## src/rtl/control_sequencer.sv

```systemverilog
// Microcode T-state sequencer and control-word decoder; steps advance on c_clk falling edges seen in the sys_clk domain.
// Step/step_strobe update 2 sys_clk after a c_clk fall, ctrl_word decodes combinationally; no backpressure, halts on HLT.
module control_sequencer #(
    parameter int EARLY_END = 1,
    parameter int NUM_STEPS = 5
) (
    input  logic        sys_clk,
    input  logic        sys_rst,
    input  logic        c_clk,
    input  logic [3:0]  opcode,
    input  logic        flag_c,
    input  logic        flag_z,
    output logic [15:0] ctrl_word,
    output logic        hlt,
    output logic [2:0]  t_state,
    output logic        step_strobe
);

    localparam logic [15:0] C_HLT = 16'h8000;
    localparam logic [15:0] C_MI  = 16'h4000;
    localparam logic [15:0] C_RI  = 16'h2000;
    localparam logic [15:0] C_RO  = 16'h1000;
    localparam logic [15:0] C_IO  = 16'h0800;
    localparam logic [15:0] C_II  = 16'h0400;
    localparam logic [15:0] C_AI  = 16'h0200;
    localparam logic [15:0] C_AO  = 16'h0100;
    localparam logic [15:0] C_EO  = 16'h0080;
    localparam logic [15:0] C_SU  = 16'h0040;
    localparam logic [15:0] C_BI  = 16'h0020;
    localparam logic [15:0] C_OI  = 16'h0010;
    localparam logic [15:0] C_CE  = 16'h0008;
    localparam logic [15:0] C_CO  = 16'h0004;
    localparam logic [15:0] C_J   = 16'h0002;
    localparam logic [15:0] C_FI  = 16'h0001;

    localparam logic [2:0] LAST_STEP = 3'(NUM_STEPS - 1);

    logic        s1, s2;
    logic        fall;
    logic [2:0]  step, step_nxt;
    logic [15:0] next_word;

    // Step index is 4 bits wide so step+1 never wraps back onto T0.
    function automatic logic [15:0] decode(input logic [3:0] st, input logic [3:0] op,
                                           input logic fc, input logic fz);
        logic [15:0] w;
        w = '0;
        case (st)
            4'd0: w = C_CO | C_MI;
            4'd1: w = C_RO | C_II | C_CE;
            4'd2: begin
                case (op)
                    4'h1, 4'h2, 4'h3, 4'h4: w = C_IO | C_MI;
                    4'h5: w = C_IO | C_AI;
                    4'h6: w = C_IO | C_J;
                    4'h7: w = fc ? (C_IO | C_J) : 16'h0000;
                    4'h8: w = fz ? (C_IO | C_J) : 16'h0000;
                    4'hE: w = C_AO | C_OI;
                    4'hF: w = C_HLT;
                    default: w = '0;
                endcase
            end
            4'd3: begin
                case (op)
                    4'h1: w = C_RO | C_AI;
                    4'h2, 4'h3: w = C_RO | C_BI;
                    4'h4: w = C_AO | C_RI;
                    default: w = '0;
                endcase
            end
            4'd4: begin
                case (op)
                    4'h2: w = C_EO | C_AI | C_FI;
                    4'h3: w = C_EO | C_AI | C_SU | C_FI;
                    default: w = '0;
                endcase
            end
            default: w = '0;
        endcase
        return w;
    endfunction

    assign fall      = s2 & ~s1;
    assign ctrl_word = decode({1'b0, step}, opcode, flag_c, flag_z);
    assign next_word = decode({1'b0, step} + 4'd1, opcode, flag_c, flag_z);
    assign hlt       = ctrl_word[15];
    assign t_state   = step;

    always_comb begin
        step_nxt = step;
        if (fall && !ctrl_word[15]) begin
            if (step == LAST_STEP) begin
                step_nxt = 3'd0;
            end else if ((EARLY_END != 0) && (step >= 3'd1) && (next_word == 16'h0000)) begin
                step_nxt = 3'd0;
            end else begin
                step_nxt = step + 3'd1;
            end
        end
    end

    always_ff @(posedge sys_clk or posedge sys_rst) begin
        if (sys_rst) begin
            s1          <= 1'b0;
            s2          <= 1'b0;
            step        <= 3'd0;
            step_strobe <= 1'b0;
        end else begin
            s1          <= c_clk;
            s2          <= s1;
            step        <= step_nxt;
            step_strobe <= (step_nxt != step);
        end
    end

endmodule

```

## config.mk

```make
export PLATFORM = sky130hd
export DESIGN_NAME = control_sequencer
export DESIGN_NICKNAME = d
export VERILOG_FILES = /design/src/rtl/control_sequencer.sv
export SDC_FILE = /design/constraint.sdc
export NUM_CORES = 1
export LEC_CHECK = 0
export CORE_MARGIN = 3
export CORE_UTILIZATION = 40
export DETAILED_ROUTE_END_ITERATION = 8
export PLACE_DENSITY = 0.78
export RECOVER_POWER = 100
export SYNTH_ARGS = -nofsm -noshare
export SYNTH_HDL_FRONTEND = slang
export SYNTH_SLANG_ARGS = --single-unit
```

## constraint.sdc

```tcl
create_clock -name sys_clk -period 2.17 [get_ports sys_clk]
set_input_delay 0.434 -clock sys_clk [delete_from_list [all_inputs] [get_ports sys_clk]]
set_output_delay 0.434 -clock sys_clk [all_outputs]
set_load 0.02 [all_outputs]
```

==> results.py <==
metrics = {
    "outcome": {
        "status": "finished, final reports clean",
    },
    "critical_path": {
        "cp.arrival_ns": 1.72,
        "crit_buf_inv": 1,
        "cpMaxStageDelayCell": "dfrtp_1",
        "cp_num_cells": 6,
        "slowest_delay_ns": 0.39,
        "cp_common_cell": "ha_2",
        "worstReg2RegStart": "t_state[0]",
        "reg2reg_depth": 9,
        "startpoint": "t_state[0]",
        "rr_endpoint": "step_strobe",
        "crit_end": "ctrl_word[8]",
        "r2r_setup_slack_ns": 0.24,
        "cp_max_fo": 3,
        "start_kind": "register",
        "worstPathRequired_ns": 1.74,
        "cp-end-kind": "output pin",
        "crit_family": "simple AND/OR/NAND/NOR gates",
        "crit_path_cell_trace": "ha_2 -> ha_2 -> nor2b_2 -> and3_1 -> or2_1 -> buf_2",
        "crit_type": "register to output pin",
    },
    "route": {
        "vias_per_cell": 5.48,
        "drc": 0,
        "drtPass1Iterations": 4,
        "vias": 783,
        "wl_per_cell_um": 13.7,
        "drtAntennaViolNets": 0,
        "wirelength_um": 1950,
        "drt_iter0_drc": 26,
    },
    "cts": {
        "post-cts-setup-buffers": 0,
        "cts_buffers": 3,
        "cts_tree": "done",
        "cts_sinks": 6,
        "clk_pin_slew_ns": 0.05,
        "cts_buffer_depth": 2,
        "htreeDepth": 1,
        "clk_latency_ns": 0.25,
        "holdBufCountCts": 0,
        "clockRootBuffer": "clkbuf_4",
    },
    "power": {
        "leakagePower_nw": 0.554,
        "cellPowerDensity_mw_per_mm2": 1020,
        "peakVddDrop_uv": 698,
    },
    "cells_and_area": {
        "synthToLayoutAreaGrowth_pct": 64.0,
        "fin_nets": 145,
        "diodes": 0,
        "drive_above_1_share_pct": 38.3,
    },
    "synth": {
        "synth_top_area_cell": "dfrtp_1",
        "yosys_warnings": 0,
        "avgSynthCellArea_um2": 7.92,
        "synthTopCellsByArea": "dfrtp_1, ha_1, o21ai_0, inv_1, nand3_1",
        "synth_area_um2": 649,
        "synthTopCellsByCount": "inv_1, dfrtp_1, ha_1, nor2_1, o21ai_0",
        "yosysSeqAreaShare_pct": 23.1,
        "yosysUniqueCellTypes": 33,
        "ys_ff_latch": 6,
        "synth-main-ff-cell": "dfrtp_1",
        "netlist.area_leader.share_pct": 23.1,
        "async_flop_share_pct": 100,
        "synth-edff-count": 0,
        "netlist_instances": 82,
        "syn-num-nets": 97,
        "yosysMostFrequentCell": "inv_1",
    },
    "sta": {
        "clock_skew_ns": 0.00775,
        "worst_pin_slew_ns": 0.317,
        "fmax_mhz": 464,
        "final-setup-viol-count": 0,
        "fin_crit_ns": 2.15,
        "slew_headroom_pct": 78.9,
        "finalCritPeriodShare_pct": 99.2,
        "finalHoldViolCount": 0,
        "tns_ns": 0,
        "rsz0062_at_grt": "yes",
        "finalMaxSlewViolations": 0,
        "whs_ns": 0.367,
    },
    "floorplan": {
        "die_area_mm2": 0.00214,
        "dieHeight_um": 46.3,
        "initial_utilization_pct": 45.9,
        "die_w_um": 46.3,
        "std_cell_rows": 13,
        "core_area_mm2": 0.00142,
        "io_pins": 30,
    },
    "grt": {
        "antenna_found_initial": 0,
        "first_global_vias": 752,
        "grt_usage_pct": 20.8,
        "grt_pass1_wl_um": 3190,
        "grt_remaining_overflow": 0,
        "grt_max_degree": 12,
    },
    "placed_design": {
        "port-buffer-count": 29,
        "gp_congestion": 0.869,
        "hpwl_um": 1540,
    },
    "run": {
        "cap_violations": 0,
    },
    "min_path": {
        "worstHoldPathType": "register to register",
    },
}
-- kinds of logic after synthesis --
kind of cell	Yosys count	share of synthesized area, %
mux	2	3.47
simple gates	33	27.0
buf+inv	16	12.7
compound gates	19	22.2
fa+ha+maj	6	11.6
flops	6	23.1
-- layout by cell type (no fill, tap or decap), drive strengths merged, types with 2 or more instances in the layout --
cell | netlist | routed
inv | 8 | 8
clkdlybuf4s15 | 0 | 2
and2 | 2 | 2
a21oi | 2 | 2
and3 | 3 | 3
or2 | 2 | 2
clkdlybuf4s50 | 0 | 2
dlygate4sd2 | 0 | 8
nand3 | 5 | 5
a41oi | 2 | 2
nor2b | 3 | 3
o21ai | 6 | 6
dfrtp | 6 | 6
nor3 | 3 | 3
nand2b | 3 | 3
nor2 | 6 | 6
nand2 | 3 | 3
clkbuf | 1 | 11
o22ai | 2 | 2
dlygate4sd3 | 0 | 6
mux2 | 2 | 2
o31ai | 2 | 2
ha | 6 | 6
buf | 7 | 25
-- registers in the layout, indices dropped and copies added (netlist names) --
signal	flops
s1	1
s2	1
step_strobe	1
t_state	3
-- final cells by class --
class	count	area (um^2)
multi-input cells	60	450
repair buffers	51	393
fillers	108	350
flip-flops and latches	6	150
inverters	8	30.0
clock buffers	3	22.5
well taps	15	18.8
-- through the flow --
step | cells | area [um^2] | total power (W) | utilization, % | worst slack [ns]
after floorplan | 82 | 659 | 0.000642 | - | 0.0188
after global placement | 140 | 1080 | 0.00104 | 76.4 | -0.471
after detailed placement | 140 | 1080 | 0.00105 | 76.4 | -0.572
after CTS | 143 | 1090 | 0.00111 | 77.1 | -0.0139
after global routing | 143 | 1060 | 0.00118 | 75.2 | -0.0651
final | 143 | 1060 | 0.00108 | 75.2 | 0.0166
-- worst register-to-register path, cell delays in order, from the launching register on --
cell and delay, ns:
dfrtp_1 0.37, inv_1 0.07, buf_4 0.14, ha_1 0.20, buf_4 0.15, a41oi_2 0.17
buf_4 0.14, o31ai_1 0.07, a221oi_2 0.33, a41oi_1 0.16
-- how the worst min path moves through the flow --
stage,from,to,cells after the start
after CTS,s1,s2,0
after global placement,s1,s2,0
after detailed placement,s1,s2,0
after floorplan,sys_rst,s1,1
final,s1,s2,0
after global routing,s1,s2,0
-- where the power goes --
part	switching, W	internal (W)	total, W
clock	0.0000418	0.0000626	0.000104
combinational	0.000450	0.000366	0.000816
sequential	0.0000215	0.000143	0.000165
-- timing repair --
action | CTS | global route
setup endpoints to repair | 18 | 12
endpoints found under the hold margin | 0 | 0
resized for setup | 36 | 20
pin swaps | 0 | 0
-- layer usage --
layer / share of wire (%) / GRT usage, % / vias to the layer above / wire [um]
met5: 0 / 0 / - / 0
met1: 40 / 23.5 / 367 / 784
met2: 51 / 36.0 / 33 / 998
met4: 1.5 / 7.95 / 0 / 30
li1: - / - / 379 / -
met3: 7.1 / 6.25 / 4 / 138
Note: power is estimated with default switching activity, not from simulation.
